File: config.mk
export PLATFORM = sky130hd
export DESIGN_NAME = core_ctrl_fsm_flat
export DESIGN_NICKNAME = d
export VERILOG_FILES = /design/src/rtl/core_ctrl_pkg.sv /design/src/rtl/core_ctrl_fsm_if.sv /design/src/rtl/ctrl_timeout_counter.sv /design/src/rtl/core_ctrl_fsm.sv /design/src/flat_wrapper.sv
export SDC_FILE = /design/constraint.sdc
export NUM_CORES = 1
export LEC_CHECK = 0
export CAP_MARGIN = 30
export CORE_ASPECT_RATIO = 0.5
export CORE_MARGIN = 2
export CORE_UTILIZATION = 50
export CTS_CLUSTER_SIZE = 40
export DETAILED_ROUTE_END_ITERATION = 8
export PLACE_DENSITY_LB_ADDON = 0.3
export REMOVE_ABC_BUFFERS = 1
export SLEW_MARGIN = 20
export SYNTH_ARGS = -nofsm -noshare
export SYNTH_HDL_FRONTEND = slang
export SYNTH_SLANG_ARGS = --single-unit
File: constraint.sdc
create_clock -name clk -period 3.02 [get_ports clk]
set_input_delay 0.755 -clock clk [delete_from_list [all_inputs] [get_ports clk]]
set_output_delay 0.755 -clock clk [all_outputs]
set_load 0.01 [all_outputs]
File: src/rtl/core_ctrl_pkg.sv
// Shared types and encodings for the RV32I multi-cycle control sequencer.
package core_ctrl_pkg;

    typedef enum logic [2:0] {
        ST_IDLE   = 3'd0,
        ST_FETCH  = 3'd1,
        ST_DECODE = 3'd2,
        ST_EXEC   = 3'd3,
        ST_MEM    = 3'd4,
        ST_WB     = 3'd5,
        ST_TRAP   = 3'd6,
        ST_WFI    = 3'd7
    } ctrl_state_e;

    localparam logic [1:0] PC_SEL_SEQ    = 2'd0;
    localparam logic [1:0] PC_SEL_TARGET = 2'd1;
    localparam logic [1:0] PC_SEL_TRAP   = 2'd2;
    localparam logic [1:0] PC_SEL_EPC    = 2'd3;

    localparam logic [3:0] CAUSE_IAF   = 4'd1;
    localparam logic [3:0] CAUSE_ILL   = 4'd2;
    localparam logic [3:0] CAUSE_BRK   = 4'd3;
    localparam logic [3:0] CAUSE_LAF   = 4'd5;
    localparam logic [3:0] CAUSE_SAF   = 4'd7;
    localparam logic [3:0] CAUSE_ECALL = 4'd11;
    localparam logic [3:0] CAUSE_IRQ   = 4'hB;

    typedef struct packed {
        logic load;
        logic store;
        logic branch;
        logic jump;
        logic csr;
        logic ecall;
        logic ebreak;
        logic ret;
        logic wfi;
    } cls_flags_t;

    function automatic logic writes_rd(input cls_flags_t c);
        return !(c.store || c.branch || c.ret || c.wfi);
    endfunction

    function automatic logic [1:0] wb_pc_sel(input cls_flags_t c, input logic taken);
        if (c.ret)
            return PC_SEL_EPC;
        else if (c.jump || (c.branch && taken))
            return PC_SEL_TARGET;
        else
            return PC_SEL_SEQ;
    endfunction

endpackage

File: src/rtl/core_ctrl_fsm_if.sv
// Instruction/data memory handshake bundle between the sequencer and the memory side.
interface core_ctrl_fsm_if;
    logic imem_req;
    logic imem_rvalid;
    logic dmem_req;
    logic dmem_we;
    logic dmem_ready;

    modport master (
        output imem_req,
        input  imem_rvalid,
        output dmem_req,
        output dmem_we,
        input  dmem_ready
    );

    modport slave (
        input  imem_req,
        output imem_rvalid,
        input  dmem_req,
        input  dmem_we,
        output dmem_ready
    );
endinterface

File: src/rtl/ctrl_timeout_counter.sv
// Wait-cycle counter for outstanding memory requests; expired flags the edge at which
// the count would reach MEM_TIMEOUT-1.
module ctrl_timeout_counter #(
    parameter int MEM_TIMEOUT = 16
) (
    input  logic clk,
    input  logic rst_n,
    input  logic clr,
    input  logic en,
    output logic expired
);
    localparam int CNT_W = $clog2(MEM_TIMEOUT) + 1;
    localparam logic [CNT_W-1:0] LAST = CNT_W'(MEM_TIMEOUT - 2);

    logic [CNT_W-1:0] count_reg;

    assign expired = en && (count_reg == LAST);

    always_ff @(posedge clk or negedge rst_n) begin
        if (!rst_n)
            count_reg <= '0;
        else if (clr)
            count_reg <= '0;
        else if (en && !expired)
            count_reg <= count_reg + CNT_W'(1);
    end
endmodule

File: src/rtl/core_ctrl_fsm.sv
// Multi-cycle RV32I sequencer: fetch, decode, execute, memory, writeback, trap and WFI.
module core_ctrl_fsm
    import core_ctrl_pkg::*;
#(
    parameter int MEM_TIMEOUT = 16,
    parameter int INSTRET_W   = 32
) (
    input  logic                 clk,
    input  logic                 rst_n,
    core_ctrl_fsm_if.master      mem,
    output logic                 ir_we,
    output logic                 dec_en,
    input  logic                 dec_invalid,
    input  logic                 cls_load,
    input  logic                 cls_store,
    input  logic                 cls_branch,
    input  logic                 cls_jump,
    input  logic                 cls_csr,
    input  logic                 cls_ecall,
    input  logic                 cls_ebreak,
    input  logic                 cls_ret,
    input  logic                 cls_wfi,
    input  logic                 branch_taken,
    input  logic                 irq_pending,
    output logic                 rf_we,
    output logic                 csr_we,
    output logic                 pc_we,
    output logic [1:0]           pc_sel,
    output logic                 trap_enter,
    output logic [3:0]           trap_cause,
    output logic                 trap_return,
    output logic [INSTRET_W-1:0] instret,
    output logic [2:0]           state_dbg
);
    ctrl_state_e            state_reg;
    cls_flags_t             cls_reg;
    cls_flags_t             cls_in;
    logic                   taken_reg;
    logic                   irq_latch_reg;
    logic [3:0]             cause_reg;
    logic [INSTRET_W-1:0]   instret_reg;
    logic                   tmo_en;
    logic                   tmo_expired;
    logic                   fetch_req;
    logic                   data_req;
    logic                   data_we;

    assign cls_in = {cls_load, cls_store, cls_branch, cls_jump, cls_csr,
                     cls_ecall, cls_ebreak, cls_ret, cls_wfi};

    // The counter only runs while a request is outstanding; holding it clear otherwise
    // guarantees it starts from zero on every entry into FETCH or MEM.
    assign tmo_en = ((state_reg == ST_FETCH) && !irq_latch_reg) || (state_reg == ST_MEM);

    ctrl_timeout_counter #(
        .MEM_TIMEOUT(MEM_TIMEOUT)
    ) u_timeout (
        .clk     (clk),
        .rst_n   (rst_n),
        .clr     (!tmo_en),
        .en      (tmo_en),
        .expired (tmo_expired)
    );

    always_ff @(posedge clk or negedge rst_n) begin
        if (!rst_n) begin
            state_reg     <= ST_IDLE;
            cls_reg       <= '0;
            taken_reg     <= 1'b0;
            irq_latch_reg <= 1'b0;
            cause_reg     <= '0;
            instret_reg   <= '0;
        end else begin
            case (state_reg)
                ST_IDLE: begin
                    irq_latch_reg <= irq_pending;
                    state_reg     <= ST_FETCH;
                end
                ST_FETCH: begin
                    if (irq_latch_reg) begin
                        cause_reg <= CAUSE_IRQ;
                        state_reg <= ST_TRAP;
                    end else if (mem.imem_rvalid) begin
                        state_reg <= ST_DECODE;
                    end else if (tmo_expired) begin
                        cause_reg <= CAUSE_IAF;
                        state_reg <= ST_TRAP;
                    end
                end
                ST_DECODE: begin
                    cls_reg <= cls_in;
                    if (dec_invalid) begin
                        cause_reg <= CAUSE_ILL;
                        state_reg <= ST_TRAP;
                    end else begin
                        state_reg <= ST_EXEC;
                    end
                end
                ST_EXEC: begin
                    taken_reg <= branch_taken;
                    if (cls_reg.load || cls_reg.store) begin
                        state_reg <= ST_MEM;
                    end else if (cls_reg.ecall) begin
                        cause_reg <= CAUSE_ECALL;
                        state_reg <= ST_TRAP;
                    end else if (cls_reg.ebreak) begin
                        cause_reg <= CAUSE_BRK;
                        state_reg <= ST_TRAP;
                    end else if (cls_reg.wfi) begin
                        state_reg <= ST_WFI;
                    end else begin
                        instret_reg <= instret_reg + INSTRET_W'(1);
                        state_reg   <= ST_WB;
                    end
                end
                ST_MEM: begin
                    // A response in the expiry cycle still completes normally.
                    if (mem.dmem_ready) begin
                        instret_reg <= instret_reg + INSTRET_W'(1);
                        state_reg   <= ST_WB;
                    end else if (tmo_expired) begin
                        cause_reg <= cls_reg.store ? CAUSE_SAF : CAUSE_LAF;
                        state_reg <= ST_TRAP;
                    end
                end
                ST_WB: begin
                    irq_latch_reg <= irq_pending;
                    state_reg     <= ST_FETCH;
                end
                ST_WFI: begin
                    if (irq_pending) begin
                        instret_reg <= instret_reg + INSTRET_W'(1);
                        state_reg   <= ST_WB;
                    end
                end
                ST_TRAP: begin
                    irq_latch_reg <= irq_pending;
                    state_reg     <= ST_FETCH;
                end
                default: state_reg <= ST_IDLE;
            endcase
        end
    end

    always_comb begin
        fetch_req   = 1'b0;
        ir_we       = 1'b0;
        dec_en      = 1'b0;
        data_req    = 1'b0;
        data_we     = 1'b0;
        rf_we       = 1'b0;
        csr_we      = 1'b0;
        pc_we       = 1'b0;
        pc_sel      = PC_SEL_SEQ;
        trap_enter  = 1'b0;
        trap_cause  = 4'd0;
        trap_return = 1'b0;
        case (state_reg)
            ST_FETCH: begin
                fetch_req = !irq_latch_reg;
                ir_we     = !irq_latch_reg && mem.imem_rvalid;
            end
            ST_DECODE, ST_EXEC: dec_en = 1'b1;
            ST_MEM: begin
                data_req = 1'b1;
                data_we  = cls_reg.store;
            end
            ST_WB: begin
                pc_we       = 1'b1;
                rf_we       = writes_rd(cls_reg);
                csr_we      = cls_reg.csr;
                pc_sel      = wb_pc_sel(cls_reg, taken_reg);
                trap_return = cls_reg.ret;
            end
            ST_TRAP: begin
                trap_enter = 1'b1;
                pc_we      = 1'b1;
                pc_sel     = PC_SEL_TRAP;
                trap_cause = cause_reg;
            end
            default: ;
        endcase
    end

    assign mem.imem_req = fetch_req;
    assign mem.dmem_req = data_req;
    assign mem.dmem_we  = data_we;
    assign instret      = instret_reg;
    assign state_dbg    = state_reg;

endmodule

File: src/flat_wrapper.sv
// flat-port wrapper written by rule: the top's interface ports become plain ports
module core_ctrl_fsm_flat import core_ctrl_pkg::*;
#(
    parameter int MEM_TIMEOUT = 16,
    parameter int INSTRET_W   = 32
)
  (clk, rst_n, ir_we, dec_en, dec_invalid, cls_load, cls_store, cls_branch, cls_jump, cls_csr, cls_ecall, cls_ebreak, cls_ret, cls_wfi, branch_taken, irq_pending, rf_we, csr_we, pc_we, pc_sel, trap_enter, trap_cause, trap_return, instret, state_dbg, mem_imem_req, mem_imem_rvalid, mem_dmem_req, mem_dmem_we, mem_dmem_ready);
  core_ctrl_fsm_if mem_i ();
  input  logic clk;
  input  logic rst_n;
  output logic ir_we;
  output logic dec_en;
  input  logic dec_invalid;
  input  logic cls_load;
  input  logic cls_store;
  input  logic cls_branch;
  input  logic cls_jump;
  input  logic cls_csr;
  input  logic cls_ecall;
  input  logic cls_ebreak;
  input  logic cls_ret;
  input  logic cls_wfi;
  input  logic branch_taken;
  input  logic irq_pending;
  output logic rf_we;
  output logic csr_we;
  output logic pc_we;
  output logic [1:0] pc_sel;
  output logic trap_enter;
  output logic [3:0] trap_cause;
  output logic trap_return;
  output logic [INSTRET_W-1:0] instret;
  output logic [2:0] state_dbg;
  output wire logic [$bits(mem_i.imem_req)-1:0] mem_imem_req;
  input wire logic [$bits(mem_i.imem_rvalid)-1:0] mem_imem_rvalid;
  output wire logic [$bits(mem_i.dmem_req)-1:0] mem_dmem_req;
  output wire logic [$bits(mem_i.dmem_we)-1:0] mem_dmem_we;
  input wire logic [$bits(mem_i.dmem_ready)-1:0] mem_dmem_ready;
  assign mem_imem_req = mem_i.imem_req;
  assign mem_i.imem_rvalid = mem_imem_rvalid;
  assign mem_dmem_req = mem_i.dmem_req;
  assign mem_dmem_we = mem_i.dmem_we;
  assign mem_i.dmem_ready = mem_dmem_ready;
  core_ctrl_fsm #(.MEM_TIMEOUT(MEM_TIMEOUT), .INSTRET_W(INSTRET_W)) u_core (.clk(clk), .rst_n(rst_n), .mem(mem_i), .ir_we(ir_we), .dec_en(dec_en), .dec_invalid(dec_invalid), .cls_load(cls_load), .cls_store(cls_store), .cls_branch(cls_branch), .cls_jump(cls_jump), .cls_csr(cls_csr), .cls_ecall(cls_ecall), .cls_ebreak(cls_ebreak), .cls_ret(cls_ret), .cls_wfi(cls_wfi), .branch_taken(branch_taken), .irq_pending(irq_pending), .rf_we(rf_we), .csr_we(csr_we), .pc_we(pc_we), .pc_sel(pc_sel), .trap_enter(trap_enter), .trap_cause(trap_cause), .trap_return(trap_return), .instret(instret), .state_dbg(state_dbg));
endmodule
## Word-level counts from Yosys, hierarchy flattened

Index checks and enable logic that the tools add are counted.

- Output and inout port bits: 51
- Word-level logic and storage cells: 105
- RAM bits: 0
- Bits of input ports: 16
- ROM bits: 0
- Register bits after elaboration: 55
- Memories kept: 0
- Bits in latches: 0

- Equal/unequal tests: 21
- Reduce and logical (&&, ||, !) cells: 22
- Divide/modulo/power cells: 0
- Multiply operators: 0
- Bitwise logic cells: 0
- Shifts and indexed selects: 0
- $add $sub $neg: 2
- Multiplexer cells: 45
- Magnitude comparators: 0

Operator list:

| operator | count |
|---|---|
| 2-to-1 mux 32 bit | 6 |
| case mux 32 bit (3 select lines) | 1 |
| 2-to-1 mux 4 bit | 10 |
| adder 32 x 1 -> 32 bit (second input constant) | 1 |
| 2-to-1 mux 3 bit | 9 |
| != test 2 bit (second input constant) | 9 |
| case mux 3 bit (6 select lines) | 1 |
| case mux 4 bit (4 select lines) | 1 |
| == test 3 bit (second input constant) | 4 |
| 2-to-1 mux 1 bit | 11 |
| 2-to-1 mux 5 bit | 2 |
| AND reduction 8 bit | 1 |
| AND reduction 7 bit | 1 |
| == test 3 x 2 -> 1 bit (second input constant) | 2 |
| logical OR 1 bit | 6 |
| 2-to-1 mux 2 bit | 3 |
| != test 3 x 2 -> 1 bit (second input constant) | 2 |
| adder 5 x 1 -> 5 bit (second input constant) | 1 |
| == test 5 x 4 -> 1 bit (second input constant) | 1 |
| logical AND 1 bit | 5 |
| case mux 2 bit (2 select lines) | 1 |
| nonzero test 4 bit | 1 |
| OR reduction 2 bit | 2 |
| == test 3 x 1 -> 1 bit (second input constant) | 1 |
| 6 further kinds | 8 |

## Logic depth before layout (Yosys ltp)

Gate-level depths: netlist of run 1.

- Depth after elaboration: 8
- Gate-level depth with buffers: 10
- Gate-level depth less buffers: 7

## Modules after synthesis

Synthesis of run 1 repeated with hierarchy kept, for this count alone.

- Cell total of the unflattened synthesis: 278
- Area total of the unflattened synthesis: 2884.0 µm²

By module, submodules not included:

| module | times used | cells each | area each (µm²) |
|---|---|---|---|
| core_ctrl_fsm | 1 | 248 | 2593.7 |
| ctrl_timeout_counter | 1 | 30 | 290.3 |

## Worst setup path after synthesis of run 1

OpenSTA, ideal clock, no wires.

- Kind: reg2out
- Start: register u_core.state_reg[0], in the netlist u_core.state_dbg[0]
- End: output ir_we
- Arrival: 1.614 ns
- Setup slack: 0.651 ns
- Cell stages (with the launch flop): 5
- Path through: dfrtp_1 -> buf_2 -> inv_1 -> nor4_1 -> and2_1

- Longest elaborated chain between the ends: 2

RTL lines:

| what | RTL line | source |
|---|---|---|
| start: declaration | core_ctrl_fsm.sv:35 | `ctrl_state_e state_reg;` |
| start signal: assignment | core_ctrl_fsm.sv:67 | `state_reg <= ST_IDLE;` |
| start signal: assignment | core_ctrl_fsm.sv:77 | `state_reg <= ST_FETCH;` |
| start signal: assignment | core_ctrl_fsm.sv:82 | `state_reg <= ST_TRAP;` |
| == test 3 x 1 -> 1 bit | core_ctrl_fsm.sv:158 | `case (state_reg)` |
| 2-to-1 mux 1 bit | core_ctrl_fsm.sv:158 |  |
| end: declaration | flat_wrapper.sv:11 | `output logic ir_we;` |

No other way between the ends.

## Worst setup path after layout of run 1

- Start: input mem_imem_rvalid
- End: output ir_we

- Longest elaborated chain between the ends: 2

RTL lines:

| what | RTL line | source |
|---|---|---|
| start: declaration | flat_wrapper.sv:35 | `input wire logic [$bits(mem_i.imem_rvalid)-1:0] mem_imem_rvalid;` |
| logical AND 1 bit | core_ctrl_fsm.sv:161 | `ir_we = !irq_latch_reg && mem.imem_rvalid;` |
| 2-to-1 mux 1 bit | core_ctrl_fsm.sv:158 |  |

No other way between the ends.

==> run_results.csv, run 1 <==
group,metric,value,unit
status,status,"complete, no violations",
sta,finalHoldViolCount,0,
placement,place_worst_setup_slack,0.218,ns
yosys,synth_area_leaders,"dfrtp_1 48%, xor2_1 5.2%, mux2_2 5.1%",
cts,path_clk_slew,0.07,ns
sta,post-route-period-util,92.1,%
setup_path,arrival,2.03,ns
cts,cts_hold_buf,0,
sta,slew_violations,0,
detailed_routing,firstDrtPassIters,4,
detailed_routing,wirelength,6340,um
yosys,synth_top_area_share,48.4,%
final_layout,diodes,0,
global_route,globalRouteTotalUtil,21.2,%
floorplanning,initial_core_util,51.8,%
final_layout,largest_register_ffs,32,
sta,slew_headroom,51.6,%
global_route,gr-total-overflow,0,
floorplanning,die_w,111,um
global_route,grt_pass1_vias,2242,
hold_path,hp-class,"reg -> reg",
detailed_routing,avgRoutedWirePerCell,15.3,um
setup_path,required,2.26,ns
final_layout,layout-drive-gt1-share,12.3,%
yosys,synthFlopType,"dfrtp_1",
yosys,synthDistinctLibCells,48,
placement,dp_hpwl,4740,um
power_and_ir_drop,power.leakage,0.00168,uW
power_and_ir_drop,worst_ir_drop_vdd,0.000565,V
cts,clk_latency,0.28,ns
setup_path,path_cells,"clkdlybuf4s50_1 -> and2_1 -> clkdlybuf4s50_1",
setup_path,slowest_stage,"clkdlybuf4s50_1",
placement,port_buffers,66,
global_route,antenna_found_initial,0,
yosys,synth-async-reset-ratio,100,%
sta,post-route-min-period,2.78,ns
cts,ctsResizeCount,0,
sta,setup_violations,0,
detailed_routing,post_drt_via_cell_ratio,5.44,
setup_path,worstSetupEndpointType,"output pin",
sta,rsz0062_at_grt,"false",
yosys,synth_edf_count,0,
setup_path,crit_top_cell,"clkdlybuf4s50_1",
global_route,grt_pass1_wl,10900,um
detailed_routing,ant_nets,0,
cts,cts_buffers,5,
detailed_routing,num_vias,2259,
yosys,ys_ff_latch,55,
detailed_routing,route.detailed.drc,0,
final_layout,nets,361,
sta,skew,0.00470,ns
placement,globalplace.congestion,0.883,
final_layout,fill_cells,438,
floorplanning,rows,19,
sta,max_freq,360,MHz
setup_path,crit_buf_inv,2,
power_and_ir_drop,power_density,748,mW/mm^2
floorplanning,fp.dieArea,0.00635,mm^2
yosys,netlist_instances,272,
cts,clock-sinks,55,
cts,cts_tree,"built",
detailed_routing,drt_iter0_drc,101,
cts,cts_buffer_depth,2,
floorplanning,ios,67,
floorplanning,core_area,0.00549,mm^2
yosys,ys_seq_area_share,48.4,%
global_route,grt_max_degree,34,
cts,cts_root_buffer,"clkbuf_16",
floorplanning,die_h,57.4,um
setup_path,crit_path_max_fanout,4,
cts,cts_setup_buffers,0,
setup_path,start_kind,"input port",
yosys,synth_area_per_cell,10.5,um^2
yosys,yosys_warnings,0,
yosys,syn_area,0.00285,mm^2
run,maxCapViolCount,0,
sta,worst_slack,0.239,ns
sta,setup_tns,0,ns
yosys,yosys.area.top_type,"dfrtp_1",
final_layout,syn_to_final_growth,32.0,%
sta,worst_pin_slew,0.726,ns
setup_path,crit_type,"in -> out",
setup_path,crit_family,"buffers and inverters",
cts,htreeDepth,2,
setup_path,critPathMaxStageDelay,0.56,ns
[final timing paths]
| check | cells past startpoint | to | slack, ns | start |
|---|---|---|---|---|
| min in group asynchronous | 1 | u_core.instret[1] | 0.52 | rst_n |
| max in group asynchronous | 2 | u_core.state_dbg[2] | 1.85 | rst_n |
| hold reg to reg | 1 | u_core.instret[31] | 0.49 | u_core.instret[31] |
| hold / removal | 1 | u_core.instret[31] | 0.49 | u_core.instret[31] |
| setup reg to reg | 8 | u_core.instret[27] | 0.64 | u_core.state_dbg[2] |
| setup / recovery | 3 | ir_we | 0.24 | mem_imem_rvalid |
[routing by layer]
| metal | wire [um] | global-route usage (%) | up-vias |
|---|---|---|---|
| met1 | 2920 | 28.0 | 1114 |
| met2 | 3150 | 37.3 | 52 |
| met4 | 27 | 4.64 | 0 |
| li1 | - | - | 1091 |
| met5 | 0 | 0 | - |
| met3 | 241 | 4.14 | 2 |
[layout make-up]
cell class,instances,area [um^2],area share [%]
multi-input combinational,198,1380,36.7
sequential,55,1380,36.7
timing repair buffer,74,716,19.0
clock buffer,6,129,3.43
tap,73,91.3,2.43
inverter,8,35.0,0.932
clock inverter,1,30.0,0.799
[synth_stat cells, types with 3 or more instances]
cell type and instances:
clkbuf_1 6, inv_1 7, mux2i_1 3, dfrtp_1 55
a211oi_1 3, nor3b_1 3, nand3_1 15, nor2_1 30
ha_1 3, and3_1 9, o21ai_0 6, xor2_1 17
nand4_1 12, xnor2_1 15, nand2_1 15, nor3_1 10
a21oi_1 4, and2_1 6, mux2_2 13
[cell families after synthesis]
group | synth area share [%]
fa+ha+maj | 1.32
flops | 48.4
compound gates | 5.63
xor+xnor | 9.85
mux | 6.20
buf+inv | 3.16
simple gates | 25.5
[where the power goes]
| group | switching (uW) | internal, uW |
|---|---|---|
| combinational | 509 | 578 |
| clock | 239 | 387 |
| sequential | 201 | 896 |
| total | 949 | 1860 |
[cells in the final DEF (no fill, tap or decap), types with 2 or more instances in the layout]
master | netlist | routed
clkdlybuf4s50_1 | 0 | 65
dfrtp_1 | 55 | 54
nor2_1 | 30 | 30
xor2_1 | 17 | 17
nand2_1 | 15 | 15
nand3_1 | 15 | 15
xnor2_1 | 15 | 15
mux2_2 | 13 | 13
nand4_1 | 12 | 12
nor3_1 | 10 | 10
and3_1 | 9 | 9
buf_4 | 1 | 8
inv_1 | 7 | 7
and2_1 | 6 | 6
o21ai_0 | 6 | 6
clkbuf_16 | 0 | 5
a21oi_1 | 4 | 4
a211oi_1 | 3 | 3
nor3b_1 | 3 | 3
mux2i_1 | 3 | 3
ha_1 | 3 | 3
nor2b_1 | 2 | 2
or2_2 | 2 | 2
nand2b_1 | 2 | 2
nor4_4 | 2 | 2
o31ai_1 | 2 | 2
o21bai_1 | 2 | 2
nor4_2 | 2 | 2
nor3_2 | 2 | 2
nand4b_1 | 2 | 2
a22o_1 | 2 | 2
[stage by stage]
stage	area [um^2]	hold slack [ns]	instances	total power [uW]	utilization [%]
after floorplan	2790	0.458	261	1690	-
after global placement	3600	0.464	408	2150	65.5
after detailed placement	3600	0.468	408	2190	65.5
after CTS	3760	0.488	415	2820	68.4
after global routing	3760	0.509	415	2980	68.4
final	3760	0.485	415	2810	68.4
(Power assumes the default switching activity.)
==> run 2, diff against run 1 <==
- CORE_UTILIZATION: 50 -> 46
==> run_results.csv, run 2 (synthesized netlist as in run 1, its figures left out) <==
group,metric,value,unit
status,status,"complete, no violations",
cts,clock-sinks,55,
placement,globalplace.congestion,0.831,
global_route,antenna_found_initial,0,
final_layout,largest_register_ffs,32,
detailed_routing,num_vias,2255,
detailed_routing,ant_nets,0,
detailed_routing,post_drt_via_cell_ratio,5.24,
power_and_ir_drop,power.leakage,0.00167,uW
setup_path,required,2.26,ns
placement,port_buffers,66,
cts,cts_tree,"built",
sta,post-route-period-util,91.2,%
detailed_routing,route.detailed.drc,0,
sta,rsz0062_at_grt,"false",
cts,ctsResizeCount,0,
global_route,grt_pass1_vias,2292,
sta,skew,0.00496,ns
sta,post-route-min-period,2.76,ns
setup_path,start_kind,"flip-flop",
floorplanning,die_h,59.6,um
floorplanning,fp.dieArea,0.00687,mm^2
sta,setup_tns,0,ns
final_layout,final_common_cell,"clkdlybuf4s50_1",
global_route,grt_max_degree,31,
global_route,gr-total-overflow,0,
final_layout,syn_to_final_growth,32.2,%
run,maxCapViolCount,0,
placement,post-place-cells,422,
floorplanning,rows,20,
sta,max_freq,363,MHz
detailed_routing,avgRoutedWirePerCell,15.0,um
hold_path,hp-class,"in -> async",
sta,hold_slack,0.477,ns
floorplanning,initial_core_util,47.2,%
cts,cts_setup_buffers,0,
cts,cts_hold_buf,0,
setup_path,crit_type,"reg -> out",
setup_path,arrival,2.00,ns
setup_path,worstSetupEndpointType,"output pin",
detailed_routing,wirelength,6450,um
power_and_ir_drop,worst_ir_drop_vdd,0.000294,V
cts,cts_buffers,5,
final_layout,layout-drive-gt1-share,12.0,%
floorplanning,die_w,115,um
cts,cts_root_buffer,"clkbuf_16",
cts,cts_buffer_depth,2,
cts,htreeDepth,2,
power_and_ir_drop,power_density,728,mW/mm^2
setup_path,crit_path_max_fanout,13,
placement,dp_hpwl,4790,um
detailed_routing,firstDrtPassIters,4,
final_layout,final_core_util,62.4,%
global_route,globalRouteTotalUtil,19.9,%
final_layout,instances_no_fill,430,
sta,slew_violations,0,
sta,finalHoldViolCount,0,
sta,worst_pin_slew,0.631,ns
floorplanning,core_area,0.00603,mm^2
sta,setup_violations,0,
cts,path_clk_slew,0.07,ns
floorplanning,ios,67,
global_route,grt_pass1_wl,10800,um
final_layout,final_cell_mix,"65 x clkdlybuf4s50_1, 55 x dfrtp_1, 30 x nor2_1",
cts,clk_latency,0.29,ns
final_layout,diodes,0,
detailed_routing,drt_iter0_drc,73,
final_layout,nets,360,
sta,slew_headroom,57.6,%
run 2: power breakdown:
| group | total [uW] | switching [uW] | internal, uW |
|---|---|---|---|
| sequential | 1060 | 166 | 894 |
| combinational | 1120 | 536 | 580 |
| clock | 565 | 258 | 307 |
run 2: routing by layer:
layer	global-route usage, %	wire length [um]
met1	24.4	2950
met2	37.1	3230
met3	4.19	220
met4	3.79	51
met5	0	0
run 2: area by class of cell:
class,instances,area [um^2]
inverter,8,35.0
fill,521,2270
sequential,55,1380
multi-input combinational,198,1380
clock inverter,2,12.5
tap,88,110
timing repair buffer,73,721
clock buffer,6,129
run 2: worst paths after layout:
path / end / depth (start not counted) / slack (ns) / start
setup / recovery: ir_we / 4 / 0.26 / u_core.state_dbg[2]
hold / removal: u_core.instret[20] / 1 / 0.48 / rst_n
setup reg to reg: u_core.instret[27] / 9 / 0.71 / u_core.state_dbg[0]
hold reg to reg: u_core.instret[31] / 1 / 0.48 / u_core.instret[31]
max in group asynchronous: u_core.cause_reg[3] / 2 / 1.96 / rst_n
min in group clk: u_core.instret[31] / 1 / 0.48 / u_core.instret[31]
run 2: stage by stage:
step           worst slack (ns)  area, um^2  total power [uW]
2_1_floorplan             0.547        2790              1690
3_3_place_gp              0.278        3620              2160
3_5_place_dp              0.229        3620              2200
4_1_cts                   0.250        3760              2760
5_1_grt                   0.110        3760              2910
6_report                  0.265        3760              2740
run 2: critical path: stages, from the launching register on:
cell and delay (ns):
dfrtp_1 0.44, buf_4 0.20, nor4_1 0.35, and2_1 0.20
clkdlybuf4s50_1 0.53
==> run 3, diff against run 2 <==
- CAP_MARGIN: 30 -> 10
- CTS_BUF_LIST: not set -> sky130_fd_sc_hd__clkbuf_4 sky130_fd_sc_hd__clkbuf_8
- MAX_ROUTING_LAYER: not set -> met4
==> run_results.csv, run 3 (synthesized netlist as in run 1, its figures left out) <==
group,metric,value,unit
sta,skew,0.00376,ns
power_and_ir_drop,worst_ir_drop_vdd,0.000264,V
setup_path,critPathMaxStageDelay,0.53,ns
global_route,antenna_found_initial,0,
final_layout,multiInputGateArea,0.00138,mm^2
final_layout,instances_no_fill,430,
sta,post-route-period-util,91.9,%
final_layout,syn_to_final_growth,30.4,%
cts,cts_root_buffer,"clkbuf_8",
cts,path_clk_slew,0.10,ns
setup_path,start_kind,"flip-flop",
detailed_routing,num_vias,2284,
global_route,grt_pass1_wl,10700,um
sta,slew_headroom,58.3,%
cts,clock-sinks,55,
sta,worst_slack,0.244,ns
run,maxCapViolCount,0,
sta,setup_violations,0,
floorplanning,ios,67,
final_layout,layout-drive-gt1-share,12.3,%
global_route,globalRouteTotalUtil,20.3,%
setup_path,crit_buf_inv,2,
setup_path,crit_family,"buffers and inverters",
detailed_routing,drt_iter0_drc,94,
global_route,grt_max_degree,31,
cts,cts_setup_buffers,0,
setup_path,worstSetupEndpointType,"output pin",
cts,cts_hold_buf,0,
cts,cts_tree,"built",
setup_path,slowest_stage,"clkdlybuf4s50_1",
final_layout,fill_cells,528,
sta,slew_violations,0,
setup_path,crit_type,"reg -> out",
floorplanning,initial_core_util,47.2,%
floorplanning,rows,20,
floorplanning,die_h,59.6,um
placement,post-place-cells,422,
final_layout,nets,360,
cts,clk_latency,0.30,ns
detailed_routing,ant_nets,0,
placement,dp_hpwl,4790,um
sta,setup_tns,0,ns
detailed_routing,firstDrtPassIters,4,
setup_path,rr_startpoint,"u_core.state_dbg[0]",
cts,ctsResizeCount,0,
placement,port_buffers,66,
cts,cts_buffers,5,
setup_path,crit_path_max_fanout,13,
sta,finalHoldViolCount,0,
setup_path,arrival,2.02,ns
floorplanning,core_area,0.00603,mm^2
sta,worst_pin_slew,0.621,ns
global_route,grt_pass1_vias,2283,
final_layout,largest_register_ffs,32,
floorplanning,die_w,115,um
detailed_routing,post_drt_via_cell_ratio,5.31,
global_route,gr-total-overflow,0,
floorplanning,fp.dieArea,0.00687,mm^2
sta,rsz0062_at_grt,"false",
final_layout,register_area,0.00138,mm^2
placement,placed_area,0.00362,mm^2
cts,htreeDepth,2,
detailed_routing,route.detailed.drc,0,
detailed_routing,wirelength,6400,um
final_layout,final_cell_mix,"65 x clkdlybuf4s50_1, 55 x dfrtp_1, 30 x nor2_1",
cts,cts_buffer_depth,2,
power_and_ir_drop,power_density,697,mW/mm^2
setup_path,crit_start,"u_core.state_dbg[2]",
final_layout,diodes,0,
final_layout,final_core_util,61.5,%
detailed_routing,avgRoutedWirePerCell,14.9,um
final_layout,final_common_cell,"clkdlybuf4s50_1",
setup_path,path_cells,"buf_4 -> nor4_1 -> and2_1 -> clkdlybuf4s50_1",
placement,place_worst_setup_slack,0.229,ns
hold_path,hp-class,"in -> async",
power_and_ir_drop,power.leakage,0.00165,uW
sta,post-route-min-period,2.78,ns
status,status,"complete, no violations",
setup_path,required,2.26,ns
placement,globalplace.congestion,0.844,
sta,max_freq,360,MHz
final_layout,finish.instance_area,0.00371,mm^2
==> run 3: changes by cell type in the layout (fill, tap and decap cells not counted) <==
cell	before	now
clkbuf_4	0	1
clkbuf_8	0	5
clkbuf_16	5	0
clkbuf_1	1	0
==> run 3: final timing paths <==
kind | to | slack, ns | cells past startpoint
min in group clk | u_core.instret[31] | 0.48 | 1
min reg2reg | u_core.instret[31] | 0.48 | 1
min | u_core.instret[20] | 0.45 | 1
max | ir_we | 0.24 | 4
max reg2reg | u_core.instret[27] | 0.70 | 9
max in group asynchronous | u_core.cause_reg[0] | 1.99 | 2
==> run 3: cell type report <==
type	count	share of cell area [%]
well taps	88	2.97
clock inverters	2	0.337
inverters	8	0.944
flip-flops and latches	55	37.1
repair buffers	73	19.4
clock buffers	6	2.06
multi-input cells	198	37.2
==> run 3: worst reg2reg max path, delay by kind of cell, from the launching register on <==
kind                      cells  cell delay, ns
and+or+nand+nor               4            1.19
buffers and inverters         3            0.41
DFF                           1            0.39
xor gates and xnor gates      1            0.18
AOI/OAI and AO/OA             1            0.07
==> run 3: per-stage QoR <==
| stage | power, uW | hold WS [ns] |
|---|---|---|
| after floorplan | 1690 | 0.458 |
| after global routing | 2760 | 0.492 |
| final | 2590 | 0.451 |
| after CTS | 2610 | 0.469 |
| after detailed placement | 2200 | 0.471 |
| after global placement | 2160 | 0.478 |
==> run 3: report_power, final <==
part	internal [uW]	total, uW	leakage [uW]	switching (uW)
registers	893	1060	0.000711	165
clock network	172	414	0.0000446	242
logic	580	1110	0.000890	533
total	1650	2590	0.00165	941
==> run 3: per-layer routing <==
metal | up-vias | part of all wire (%) | global-route usage, %
met1 | 1127 | 44 | 24.2
met2 | 57 | 51 | 36.9
li1 | 1092 | - | -
met4 | 0 | 1.3 | 3.27
met5 | - | 0 | -
met3 | 8 | 3.8 | 4.09
